[config.mk]
export PLATFORM = sky130hd
export DESIGN_NAME = div_seq
export DESIGN_NICKNAME = d
export VERILOG_FILES = /design/src/rtl/div_seq_pkg.sv /design/src/rtl/div_step.sv /design/src/rtl/div_seq.sv
export SDC_FILE = /design/constraint.sdc
export NUM_CORES = 1
export LEC_CHECK = 0
export BUFFER_PORTS_ARGS = -buffer_cell sky130_fd_sc_hd__buf_4
export CAP_MARGIN = 30
export CORE_ASPECT_RATIO = 1.5
export CORE_MARGIN = 2
export CORE_UTILIZATION = 43
export DETAILED_ROUTE_END_ITERATION = 8
export PLACE_DENSITY = 0.6
export SLEW_MARGIN = 20
export SYNTH_ARGS = -nofsm -noshare
export SYNTH_HDL_FRONTEND = slang
export SYNTH_SLANG_ARGS = --single-unit
[constraint.sdc]
create_clock -name clk -period 6.95 [get_ports clk]
set_input_delay 1.0425 -clock clk [delete_from_list [all_inputs] [get_ports clk]]
set_output_delay 1.0425 -clock clk [all_outputs]
set_load 0.01 [all_outputs]
[src/rtl/div_seq_pkg.sv]
// Shared state encoding and handshake constants for the DIV/DIVU sequencer.
package div_seq_pkg;

  typedef enum logic [1:0] {
    DIV_IDLE = 2'd0,
    DIV_BUSY = 2'd1,
    DIV_ZERO = 2'd2,
    DIV_DONE = 2'd3
  } div_state_e;

  localparam logic DIV_RESULT_READY     = 1'b1;
  localparam logic DIV_RESULT_NOT_READY = 1'b0;
  localparam logic DIV_START            = 1'b1;
  localparam logic DIV_STOP             = 1'b0;

endpackage

[src/rtl/div_step.sv]
// One radix-2 restoring divide iteration: shift in the next dividend bit, trial-subtract.
module div_step #(
  parameter int unsigned WIDTH = 32
) (
  input  logic [WIDTH-1:0] rem,
  input  logic             quo_msb,
  input  logic [WIDTH-1:0] divisor,
  output logic [WIDTH-1:0] rem_next,
  output logic             q_bit
);

  logic [WIDTH:0] shifted;
  logic [WIDTH:0] diff;

  // rem < divisor holds between iterations, so WIDTH+1 bits capture the trial sign.
  always_comb begin
    shifted  = {rem, quo_msb};
    diff     = shifted - {1'b0, divisor};
    q_bit    = ~diff[WIDTH];
    rem_next = q_bit ? diff[WIDTH-1:0] : shifted[WIDTH-1:0];
  end

endmodule

[src/rtl/div_seq.sv]
// Multi-cycle DIV/DIVU sequencer for the EX stage: stalls the pipe, then presents {HI, LO}.
module div_seq
  import div_seq_pkg::*;
#(
  parameter int unsigned WIDTH = 32,
  parameter int unsigned CNT_W = 6
) (
  input  logic               clk,
  input  logic               rst,
  input  logic               div_start,
  input  logic               div_signed,
  input  logic               annul,
  input  logic [WIDTH-1:0]   opa,
  input  logic [WIDTH-1:0]   opb,
  output logic               ready,
  output logic [2*WIDTH-1:0] result,
  output logic               stall_req
);

  div_state_e       state;
  logic [CNT_W-1:0] cnt;
  logic [WIDTH-1:0] rem;
  logic [WIDTH-1:0] quo;
  logic [WIDTH-1:0] divisor;
  logic             sign_a;
  logic             sign_b;
  logic             sgn_op;

  logic [WIDTH-1:0] abs_a;
  logic [WIDTH-1:0] abs_b;
  logic [WIDTH-1:0] step_rem;
  logic             step_q;
  logic [WIDTH-1:0] quo_next;
  logic [WIDTH-1:0] fix_quo;
  logic [WIDTH-1:0] fix_rem;
  logic             last_iter;

  div_step #(.WIDTH(WIDTH)) u_step (
    .rem      (rem),
    .quo_msb  (quo[WIDTH-1]),
    .divisor  (divisor),
    .rem_next (step_rem),
    .q_bit    (step_q)
  );

  always_comb begin
    abs_a     = (div_signed && opa[WIDTH-1]) ? -opa : opa;
    abs_b     = (div_signed && opb[WIDTH-1]) ? -opb : opb;
    quo_next  = {quo[WIDTH-2:0], step_q};
    fix_quo   = (sgn_op && (sign_a ^ sign_b)) ? -quo_next : quo_next;
    fix_rem   = (sgn_op && sign_a) ? -step_rem : step_rem;
    last_iter = (cnt == CNT_W'(WIDTH - 1));
  end

  // Gated by rst so the stall drops the moment reset asserts, even with div_start still high.
  assign stall_req = rst & div_start & ~ready & ~annul;

  always_ff @(posedge clk or negedge rst) begin
    if (!rst) begin
      state   <= DIV_IDLE;
      cnt     <= '0;
      rem     <= '0;
      quo     <= '0;
      divisor <= '0;
      sign_a  <= 1'b0;
      sign_b  <= 1'b0;
      sgn_op  <= 1'b0;
      ready   <= DIV_RESULT_NOT_READY;
      result  <= '0;
    end else if (annul && state != DIV_IDLE) begin
      state <= DIV_IDLE;
      ready <= DIV_RESULT_NOT_READY;
    end else begin
      case (state)
        DIV_IDLE: begin
          if (div_start == DIV_START && !annul) begin
            if (opb == '0) begin
              state <= DIV_ZERO;
            end else begin
              state   <= DIV_BUSY;
              quo     <= abs_a;
              divisor <= abs_b;
              sign_a  <= opa[WIDTH-1];
              sign_b  <= opb[WIDTH-1];
              sgn_op  <= div_signed;
              cnt     <= '0;
              rem     <= '0;
            end
          end
        end
        DIV_ZERO: begin
          result <= '0;
          ready  <= DIV_RESULT_READY;
          state  <= DIV_DONE;
        end
        DIV_BUSY: begin
          rem <= step_rem;
          quo <= quo_next;
          cnt <= cnt + CNT_W'(1);
          if (last_iter) begin
            state  <= DIV_DONE;
            ready  <= DIV_RESULT_READY;
            result <= {fix_rem, fix_quo};
          end
        end
        DIV_DONE: begin
          if (div_start == DIV_STOP) begin
            state <= DIV_IDLE;
            ready <= DIV_RESULT_NOT_READY;
          end
        end
        default: state <= DIV_IDLE;
      endcase
    end
  end

endmodule

==> results of run 1 <==
-- through the flow --
step	hold WS (ns)	instances	setup WS, ns
6_report	0.482	1921	1.82
5_1_grt	0.508	1921	1.45
4_1_cts	0.489	1920	1.83
3_5_place_dp	0.474	1888	1.84
3_3_place_gp	0.466	1888	1.90
2_1_floorplan	0.450	1480	2.62
-- path summary, 6_finish.rpt --
path,from,cells past startpoint,slack [ns],endpoint
max,divisor[0],18,1.82,result[62]
min,result[56],2,0.48,result[56]
max reg2reg,divisor[0],18,1.82,result[62]
min reg2reg,result[56],2,0.48,result[56]
max in group asynchronous,rst,4,4.62,cnt[2]
min in group asynchronous,rst,1,0.51,rem[9]
-- worst reg2reg max path, stage by stage, from the launching register on --
cell	delay (ns)
dfrtp_1	0.47
ha_1	0.23
inv_1	0.06
fa_1	0.43
a211oi_1	0.32
o211ai_1	0.14
or4b_1	0.24
a21oi_2	0.09
nor3_1	0.58
nor2_4	0.05
inv_2	0.14
buf_4	0.38
mux2i_1	0.35
ha_1	0.37
o221ai_1	0.21
nor3_1	0.49
a31oi_1	0.18
xnor2_1	0.19
o21ai_0	0.09
-- synthesized netlist by cell type (all sizes together) (5+ instances only) --
| cell type | n | share of area, % |
|---|---|---|
| xnor2 | 77 | 5.6 |
| o21a | 12 | 0.75 |
| nand3b | 6 | 0.38 |
| a2111oi | 5 | 0.38 |
| and3 | 5 | 0.26 |
| o21ai | 183 | 7.6 |
| and2 | 15 | 0.78 |
| ha | 41 | 4.3 |
| or3 | 29 | 1.6 |
| nand2b | 6 | 0.31 |
| inv | 56 | 1.8 |
| nor2 | 128 | 4.1 |
| clkbuf | 44 | 1.4 |
| o41ai | 6 | 0.44 |
| xor2 | 53 | 3.9 |
| or4 | 12 | 0.81 |
| nor2b | 6 | 0.31 |
| a31oi | 23 | 1.2 |
| a211oi | 9 | 0.56 |
| nand2 | 206 | 6.5 |
| mux2i | 22 | 1.8 |
| dfrtp | 172 | 36 |
| nor3 | 29 | 1.2 |
| o31ai | 26 | 1.7 |
| o21bai | 6 | 0.38 |
| a21oi | 148 | 6.2 |
| nand3 | 10 | 0.42 |
| nor4 | 16 | 0.96 |
| nand4 | 8 | 0.42 |
| o211ai | 8 | 0.50 |
| a21o | 16 | 1.0 |
| or2 | 5 | 0.26 |
| o31a | 5 | 0.37 |
| buf | 35 | 1.8 |
-- power groups by stage --
stage | registers [mW] | logic, mW | clock network [mW]
5_1_grt | 1.82 | 4.35 | 1.06
4_1_cts | 1.76 | 3.93 | 1.02
3_3_place_gp | 1.77 | 3.89 | 0
3_5_place_dp | 1.78 | 3.91 | 0
2_1_floorplan | 1.71 | 2.76 | 0
6_report | 1.76 | 3.93 | 1.00
-- kinds of logic (layout without fill, tap and decap cells) --
group	Yosys count	after routing
multiplexers	25	25
AO/OA/AOI/OAI	480	480
buffers and inverters	135	234
adder cells (fa/ha/maj)	42	42
XOR/XNOR	130	130
AND/OR/NAND/NOR	496	496
flip-flops	172	172
-- metal layers --
layer	routed length [microns]	global-route usage, %
met3	1150	3.87
met5	0	0
met1	14500	28.6
met4	1490	11.5
met2	19600	46.4
-- cell type report --
class / count / area share (%)
clock buffer: 19 / 3.29
clock inverter: 13 / 1.13
inverter: 56 / 1.53
multi-input combinational: 1173 / 51.5
sequential: 172 / 31.3
tap: 342 / 3.11
timing repair buffer: 146 / 8.17
-- registers in the layout (all words and copies together) (netlist names) --
signal and cells:
result 64, divisor 32, quo 32, rem 32, cnt 6, state 2, ready 1, sgn_op 1
sign_a 1, sign_b 1
==> key figures, run 1 <==
Place
  • Post-DP Area: 0.0131 sq mm
  • PortBufs: 134
  • Final HPWL DP: 27800 microns
  • Gpl congestion: 0.914

Timing
  • Minimum clock period after layout: about 5.1 ns
  • F_max: 0.195 GHz
  • Setup Skew: 0.0110 ns
  • Final period util: between 70 and 80%
  • Worst slew margin: around two fifths
  • Final hold vios: 0
  • Max-slew violation count: 0
  • Setup TNS: 0 ns
  • Worst-Margin Slew: ~0.89 ns
  • Final setup viols: 0
  • RSZ-0062 raised after global routing: no

Clock tree
  • CTS max path bufs: 2
  • CTS clk-pin slew, worst paths: 0.07 ns
  • Clk sinks: 172
  • Setup Buffers After CTS: 0
  • Clock Tree Root: clkbuf_16
  • CTS tree: built
  • # resized after CTS: 0
  • Worst skew pair latency: 0.45 ns
  • Cts hold-fix bufs: 0
  • H-tree depth: 4
  • TritonCTS Buffers: 17

Route
  • Vias per inst: 5.70
  • # DRC: 0
  • Final wirelength: 36700 microns
  • ANT nets after route: 0
  • Drt first pass iters: 6
  • Wire per inst: roughly 19 microns
  • Via count: 10900
  • Starting DRC count in detailed routing: a little over 600

Cells and area
  • Share of cells above drive strength 1: 13.0%
  • Post-route cell area: 0.0138 sq mm
  • Area of the multi-input gates: just over 0.007 sq mm
  • FF/Latch Area: 0.00430 sq mm
  • Area Growth Syn to Fin: 14.9%
  • Commonest non-fill, non-tap cell in the layout: nand2_1
  • Nets: 1677
  • Diodes inserted: 0
  • Final core occ: between 50% and 60%
  • Fillers: 2690
  • Most frequent cells in the layout: nand2_1 (206), dfrtp_1 (172), a21oi_1 (147), buf_4 (143), o21ai_0 (141)

GRT
  • Initial antenna violation count: 0
  • First-pass GRT wire length: 58200 microns
  • Total GRT Usage: 25.3%
  • GRT overflow: 0
  • Vias in the first global route: 10800
  • Pin count of the biggest net entering global routing: 76

Power
  • VDD IR max: 0.191 mV
  • Total power: 6.69 mW
  • Comb pwr share: roughly three fifths
  • Seq pwr share: 26.4%
  • Clock share of power: roughly 15%
  • Internal: 3.41 mW
  • Cell Pwr Density: 486 mW/mm^2
  • Leakage: 6.06 nW
  • Switch Pwr: 3.28 mW
  • Net Sw Frac: 49.0%

Min path
  • HP Class: reg2reg

Synthesis
  • Post-synthesis simple-gate area fraction: around a fifth
  • Post-synth ARST share: 100%
  • Synthesized area per cell: 8.09 sq um
  • Xor/xnor share of the synthesized area: 9.51%
  • Largest family of logic cells by synthesized area: compound AO/OA/AOI/OAI gates
  • Ys Warns: 0
  • Seq/Total Area, Yosys: 35.9%
  • Synth Instances: 1480
  • Post-synthesis register bit count: ~170
  • Post-synthesis mux area share: 2.12%
  • Synth Flop Type: dfrtp_1
  • Count of unique library cells instantiated by Yosys: 76
  • Complex-gate fraction of the synthesized area: 23.6%
  • Mapped Area: 0.0120 sq mm
  • Adder-cell share of the synthesized area: 4.45%
  • Syn Nets: 1591
  • Post-synth EDFFs: 0

Job
  • Max cap viols: 0

Setup path
  • Crit path required time: approximately 7.3 ns
  • Worst Path Max Fanout: 35
  • Worst setup path class: reg2reg
  • Crit end category: register
  • Critical path's largest stage delay: 0.58 ns
  • Critical path launch point type: register
  • Crit path DAT: 5.44 ns
  • Crit path buf inv count: 3
  • CP cell instances: ha_1, inv_1, fa_1, a211oi_1, o211ai_1, or4b_1, a21oi_2, nor3_1, nor2_4, inv_2, buf_4, mux2i_1, ha_1, o221ai_1, nor3_1, a31oi_1, xnor2_1, o21ai_0
  • Critical-path top delay cell: nor3_1
  • CP delay by family, top: simple AND/OR/NAND/NOR gates

Die
  • Core area: 0.0273 sq mm
  • Die height: 208 microns
  • IO Count: 135
  • DIE WIDTH: 140 microns
  • FP Rows: 74
  • Initial core utilization: 43.8%
  • Full die area: 0.0292 sq mm

Outcome
  • Run status: finished, final reports clean
No activity file was read; power rests on OpenSTA's default activity.
==> inputs of run 2 (changes only) <==
==> constraint.sdc (replaced) <==
create_clock -name clk -period 5 [get_ports clk]
set_input_delay 0.75 -clock clk [delete_from_list [all_inputs] [get_ports clk]]
set_output_delay 0.75 -clock clk [all_outputs]
set_load 0.01 [all_outputs]
==> run 2 against run 1 <==
Compared with the run above:
- register-to-register slack got worse by 1.3 ns
- first-iteration DRC count rose by 21%
- sequential cell count unchanged
==> key figures, run 2 (same netlist as run 1, synthesis figures left out) <==
Cells and area
  • Largest Register: result
  • Area Growth Syn to Fin: 14.9% (about the same)
  • Share of cells above drive strength 1: 13.1% (+0.17 points)
  • Post-route cell area: 0.0138 sq mm (about the same)
  • Max reg flops: 64 (unchanged)
  • Nets: 1680 (+0.18%)
  • Diodes inserted: 0 (unchanged)
  • Layout Cells excl Fill: 1924 (+0.16%)
  • Most frequent cells in the layout: nand2_1 (206), dfrtp_1 (172), a21oi_1 (147), buf_4 (145), o21ai_0 (141)
  • Commonest non-fill, non-tap cell in the layout: nand2_1

Route
  • ANT nets after route: 0 (unchanged)
  • Starting DRC count in detailed routing: 744 (+21%)
  • # DRC: 0 (unchanged)
  • Drt first pass iters: 5 (-1)
  • Via count: 11100 (+1.0%)
  • Wire per inst: 19.4 microns (+1.5%)
  • Vias per inst: 5.75 (+0.87%)
  • Final wirelength: 37300 microns (+1.7%)

GRT
  • GRT overflow: 0 (unchanged)
  • Initial antenna violation count: 0 (unchanged)
  • Pin count of the biggest net entering global routing: 126 (+66%)
  • Total GRT Usage: 25.6% (+0.31 points)
  • Vias in the first global route: 10900 (+0.55%)
  • First-pass GRT wire length: 58900 microns (+1.4%)

Setup path
  • Critical-path top delay cell: a2111oi_0
  • Crit end category: register
  • Worst setup path class: reg2reg
  • Critical path's largest stage delay: 0.64 ns (+0.06 ns)
  • Critical path launch point type: register
  • Worst Path Max Fanout: 4 (-89%)
  • CP dominant cell by count: inv_1
  • CP delay by family, top: compound AO/OA/AOI/OAI gates
  • Crit path buf inv count: 2 (-1)
  • Crit path required time: 5.30 ns (-1.96 ns)
  • CP cell instances: inv_1, ha_1, inv_1, fa_1, a211oi_1, o21ai_1, a21oi_1, and3b_1, or3_1, a2111oi_0, a41o_1, a21boi_2, nand2_1, o311ai_0, nand4_1
  • Crit path DAT: 4.77 ns (-0.67 ns)

Clock tree
  • Cts hold-fix bufs: 0 (unchanged)
  • CTS clk-pin slew, worst paths: 0.07 ns (about the same)
  • CTS max path bufs: 2 (unchanged)
  • CTS tree: built
  • Clk sinks: 172 (unchanged)
  • Setup Buffers After CTS: 0 (unchanged)
  • TritonCTS Buffers: 17 (unchanged)
  • # resized after CTS: 0 (unchanged)
  • H-tree depth: 4 (unchanged)
  • Worst skew pair latency: 0.44 ns (about the same)
  • Clock Tree Root: clkbuf_16

Timing
  • Minimum clock period after layout: 4.47 ns (-0.661 ns)
  • Worst-Margin Slew: 0.839 ns (-0.0502 ns)
  • Setup TNS: 0 ns (unchanged)
  • Setup Skew: 0.0130 ns (+0.00207 ns)
  • Final setup viols: 0 (unchanged)
  • Final hold vios: 0 (unchanged)
  • Worst slew margin: 43.9% (+3.4 points)
  • F_max: 0.224 GHz (+15%)
  • Post-route setup slack: 0.529 ns (-1.29 ns)
  • Max-slew violation count: 0 (unchanged)
  • Final period util: 89.4% (+16 points)
  • RSZ-0062 raised after global routing: no

Power
  • Leakage: 6.06 nW (about the same)
  • Cell Pwr Density: 675 mW/mm^2 (+39%)
  • VDD IR max: 0.305 mV (+60%)
  • Total power: 9.30 mW (+39%)

Die
  • Die height: 208 microns (unchanged)
  • Full die area: 0.0292 sq mm (unchanged)
  • IO Count: 135 (unchanged)
  • FP Rows: 74 (unchanged)
  • DIE WIDTH: 140 microns (unchanged)
  • Core area: 0.0273 sq mm (unchanged)
  • Initial core utilization: 43.8% (unchanged)

Place
  • Dpl ws: 0.551 ns (-1.29 ns)
  • Final HPWL DP: 28300 microns (+1.8%)
  • PortBufs: 134 (unchanged)
  • Post-DP Area: 0.0132 sq mm (+0.42%)
  • Gpl congestion: 0.898 (-1.8%)
  • Placed cells: 1892 (+0.21%)

Min path
  • HP Class: in2async

Outcome
  • Run status: finished, final reports clean

Job
  • Max cap viols: 0 (unchanged)
[run 2: cell types whose count changed in the layout (fill, tap and decap cells not counted), sizes merged]
cell      delta
buf          +3
clkinvlp     +1
bufinv       -1
clkinv       +1
clkbuf       -1
[run 2: final timing paths]
| check | from | to | slack [ns] | cells past startpoint |
|---|---|---|---|---|
| min in group clk | result[51] | result[51] | 0.48 | 2 |
| hold reg to reg | result[51] | result[51] | 0.48 | 2 |
| setup reg to reg | quo[31] | result[63] | 0.53 | 15 |
| setup / recovery | quo[31] | result[63] | 0.53 | 15 |
| max in group asynchronous | rst | rem[4] | 3.58 | 2 |
| hold / removal | rst | divisor[0] | 0.25 | 1 |
[run 2: metrics by stage]
step	utilization, %	hold WS, ns
finish	50.4	0.251
global route	50.4	0.287
CTS	50.4	0.279
detailed placement	48.3	0.475
global placement	48.3	0.466
floorplan	-	0.450
[run 2: area by class of cell]
class	count	area [sq um]
Sequential cell	172	4300
Clock inverter	14	135
Fill cell	2705	13500
Inverter	56	210
Tap cell	342	428
Multi-Input combinational cell	1173	7090
Timing Repair Buffer	149	1160
Clock buffer	18	439
[run 2: routing by layer]
layer	track usage (%)	up-vias	part of all wire (%)
li1	-	5425	-
met1	28.9	5302	39
met2	47.3	266	53
met3	3.15	68	2.8
met4	12.2	0	4.6
met5	0	-	0
[run 2: worst register-to-register path, delay by kind of cell, from the launching register on]
kind	cells	cell delay, ns
AO/OA/AOI/OAI	7	2.38
adder cells (fa/ha/maj)	2	0.59
buffers and inverters	2	0.15
flip-flops	1	0.40
AND/OR/NAND/NOR	4	0.83
[run 2: where the power goes]
part           total [mW]  internal (mW)  switching, mW
registers            2.46           1.94          0.518
clock network        1.32          0.709          0.613
logic                5.52           2.04           3.47
total                9.30           4.69           4.60
==> inputs of run 3 (changes only) <==
--- a/config.mk
+++ b/config.mk
@@ -7,7 +7,6 @@
 export LEC_CHECK = 0
 export BUFFER_PORTS_ARGS = -buffer_cell sky130_fd_sc_hd__buf_4
 export CAP_MARGIN = 30
-export CORE_ASPECT_RATIO = 1.5
 export CORE_MARGIN = 2
 export CORE_UTILIZATION = 43
 export DETAILED_ROUTE_END_ITERATION = 8
==> run 3 against run 2 <==
Compared with the run above:
- power decreased by 0.30%
- global-route usage fell by 1.6 points
- final cell count increased by 2.1%
- hold slack better by 0.027 ns
- count of clock-buffer cells in the layout grew 1
- sequential power about the same
- largest power group unchanged
==> key figures, run 3 (same netlist as run 1, synthesis figures left out) <==
GRT
  • Pin count of the biggest net entering global routing: 97 (-23%)
  • Total GRT Usage: 24.0% (-1.6 points)
  • Initial antenna violation count: 0 (unchanged)
  • GRT overflow: 0 (unchanged)
  • Vias in the first global route: 10000 (-7.6%)
  • First-pass GRT wire length: 54800 microns (-7.1%)

Setup path
  • Worst Path Max Fanout: 4 (unchanged)
  • CP cell instances: inv_1, ha_1, inv_1, fa_1, a211oi_1, o21ai_1, a21oi_1, and3b_1, or3_1, a2111oi_0, a41o_1, a21boi_2, nand2_1, o311ai_0, nand4_1
  • Crit path required time: 5.30 ns (about the same)
  • Critical path's largest stage delay: 0.63 ns (about the same)
  • CP startpoint: quo[31]
  • Critical path launch point type: register
  • Crit path buf inv count: 2 (unchanged)
  • Crit path DAT: 4.83 ns (+0.06 ns)
  • R2R Path Start: quo[31]
  • Critical-path top delay cell: a2111oi_0
  • CP dominant cell by count: inv_1
  • CP delay by family, top: compound AO/OA/AOI/OAI gates
  • Crit end category: register
  • Worst setup path class: reg2reg

Timing
  • Final setup viols: 0 (unchanged)
  • Worst-Margin Slew: 0.905 ns (+0.0663 ns)
  • Worst slew margin: 39.1% (-4.8 points)
  • Setup Skew: 0.0183 ns (+0.00524 ns)
  • Max-slew violation count: 0 (unchanged)
  • F_max: 0.220 GHz (-1.4%)
  • Final period util: 90.7% (+1.3 points)
  • RSZ-0062 raised after global routing: no
  • Setup TNS: 0 ns (unchanged)
  • Final hold vios: 0 (unchanged)
  • Minimum clock period after layout: 4.54 ns (+0.0653 ns)

Clock tree
  • Clock Tree Root: clkbuf_16
  • Worst skew pair latency: 0.44 ns (about the same)
  • CTS max path bufs: 2 (unchanged)
  • TritonCTS Buffers: 17 (unchanged)
  • Setup Buffers After CTS: 0 (unchanged)
  • Clk sinks: 172 (unchanged)
  • # resized after CTS: 0 (unchanged)
  • Cts hold-fix bufs: 0 (unchanged)
  • CTS clk-pin slew, worst paths: 0.08 ns (about the same)
  • CTS tree: built
  • H-tree depth: 4 (unchanged)

Place
  • Placed cells: 1932 (+2.1%)
  • Post-DP Area: 0.0133 sq mm (+0.65%)
  • Final HPWL DP: 26100 microns (-7.8%)
  • PortBufs: 134 (unchanged)
  • Gpl congestion: 0.844 (-6.0%)

Route
  • Final wirelength: 34700 microns (-7.1%)
  • # DRC: 0 (unchanged)
  • Drt first pass iters: 7 (+2)
  • Starting DRC count in detailed routing: 766 (+3.0%)
  • ANT nets after route: 0 (unchanged)
  • Wire per inst: 17.7 microns (-9.0%)
  • Vias per inst: 5.59 (-2.7%)
  • Via count: 11000 (-0.66%)

Cells and area
  • Max reg flops: 64 (unchanged)
  • Post-route cell area: 0.0139 sq mm (+0.70%)
  • Commonest non-fill, non-tap cell in the layout: nand2_1
  • Largest Register: result
  • Layout Cells excl Fill: 1964 (+2.1%)
  • Share of cells above drive strength 1: 13.3% (+0.16 points)
  • Most frequent cells in the layout: nand2_1 (206), dfrtp_1 (172), buf_4 (148), a21oi_1 (147), o21ai_0 (141)
  • Nets: 1685 (+0.30%)
  • Diodes inserted: 0 (unchanged)
  • Area Growth Syn to Fin: 15.7%

Die
  • DIE WIDTH: 171 microns (+22%)
  • Full die area: 0.0292 sq mm (about the same)
  • Initial core utilization: 43.3% (-0.50 points)
  • IO Count: 135 (unchanged)
  • Core area: 0.0276 sq mm (+1.2%)
  • FP Rows: 61 (-18%)
  • Die height: 171 microns (-18%)

Min path
  • HP Class: in2async

Job
  • Max cap viols: 0 (unchanged)

Power
  • Cell Pwr Density: 669 mW/mm^2 (-0.99%)
  • Total power: 9.27 mW (-0.30%)
  • VDD IR max: 0.443 mV (+45%)
  • Leakage: 6.09 nW (+0.56%)

Outcome
  • Run status: finished, final reports clean
-- run 3: final cells by class --
type	count	area (sq um)
well taps	378	473
fillers	2698	13800
clock inverters	12	114
clock buffers	19	443
repair buffers	154	1230
flip-flops and latches	172	4300
inverters	56	210
multi-input cells	1173	7090
-- run 3: final timing paths --
check	endpoint	slack, ns	depth (start not counted)
max	result[63]	0.46	15
min	result[5]	0.28	1
max reg2reg	result[63]	0.46	15
min reg2reg	result[26]	0.48	2
max in group asynchronous	divisor[24]	3.65	3
min in group clk	result[26]	0.48	2
-- run 3: metrics by stage --
stage	hold WS [ns]	setup slack (ns)	util (%)
floorplan	0.450	0.669	-
global placement	0.466	0.471	47.9
detailed placement	0.472	0.412	48.1
CTS	0.287	0.561	50.1
global route	0.319	0.221	50.2
finish	0.278	0.464	50.2
-- run 3: per-layer routing --
layer | global-route usage (%) | up-vias | part of all wire, %
li1 | - | 5425 | -
met1 | 36.0 | 5264 | 50
met2 | 35.7 | 265 | 44
met3 | 4.12 | 34 | 5.4
met4 | 5.90 | 0 | 1.3
met5 | 0 | - | 0
-- run 3: power breakdown --
group | internal [mW] | switching (mW) | total (mW)
clock network | 0.702 | 0.605 | 1.31
registers | 1.94 | 0.515 | 2.45
logic | 2.09 | 3.42 | 5.51
total | 4.73 | 4.54 | 9.27
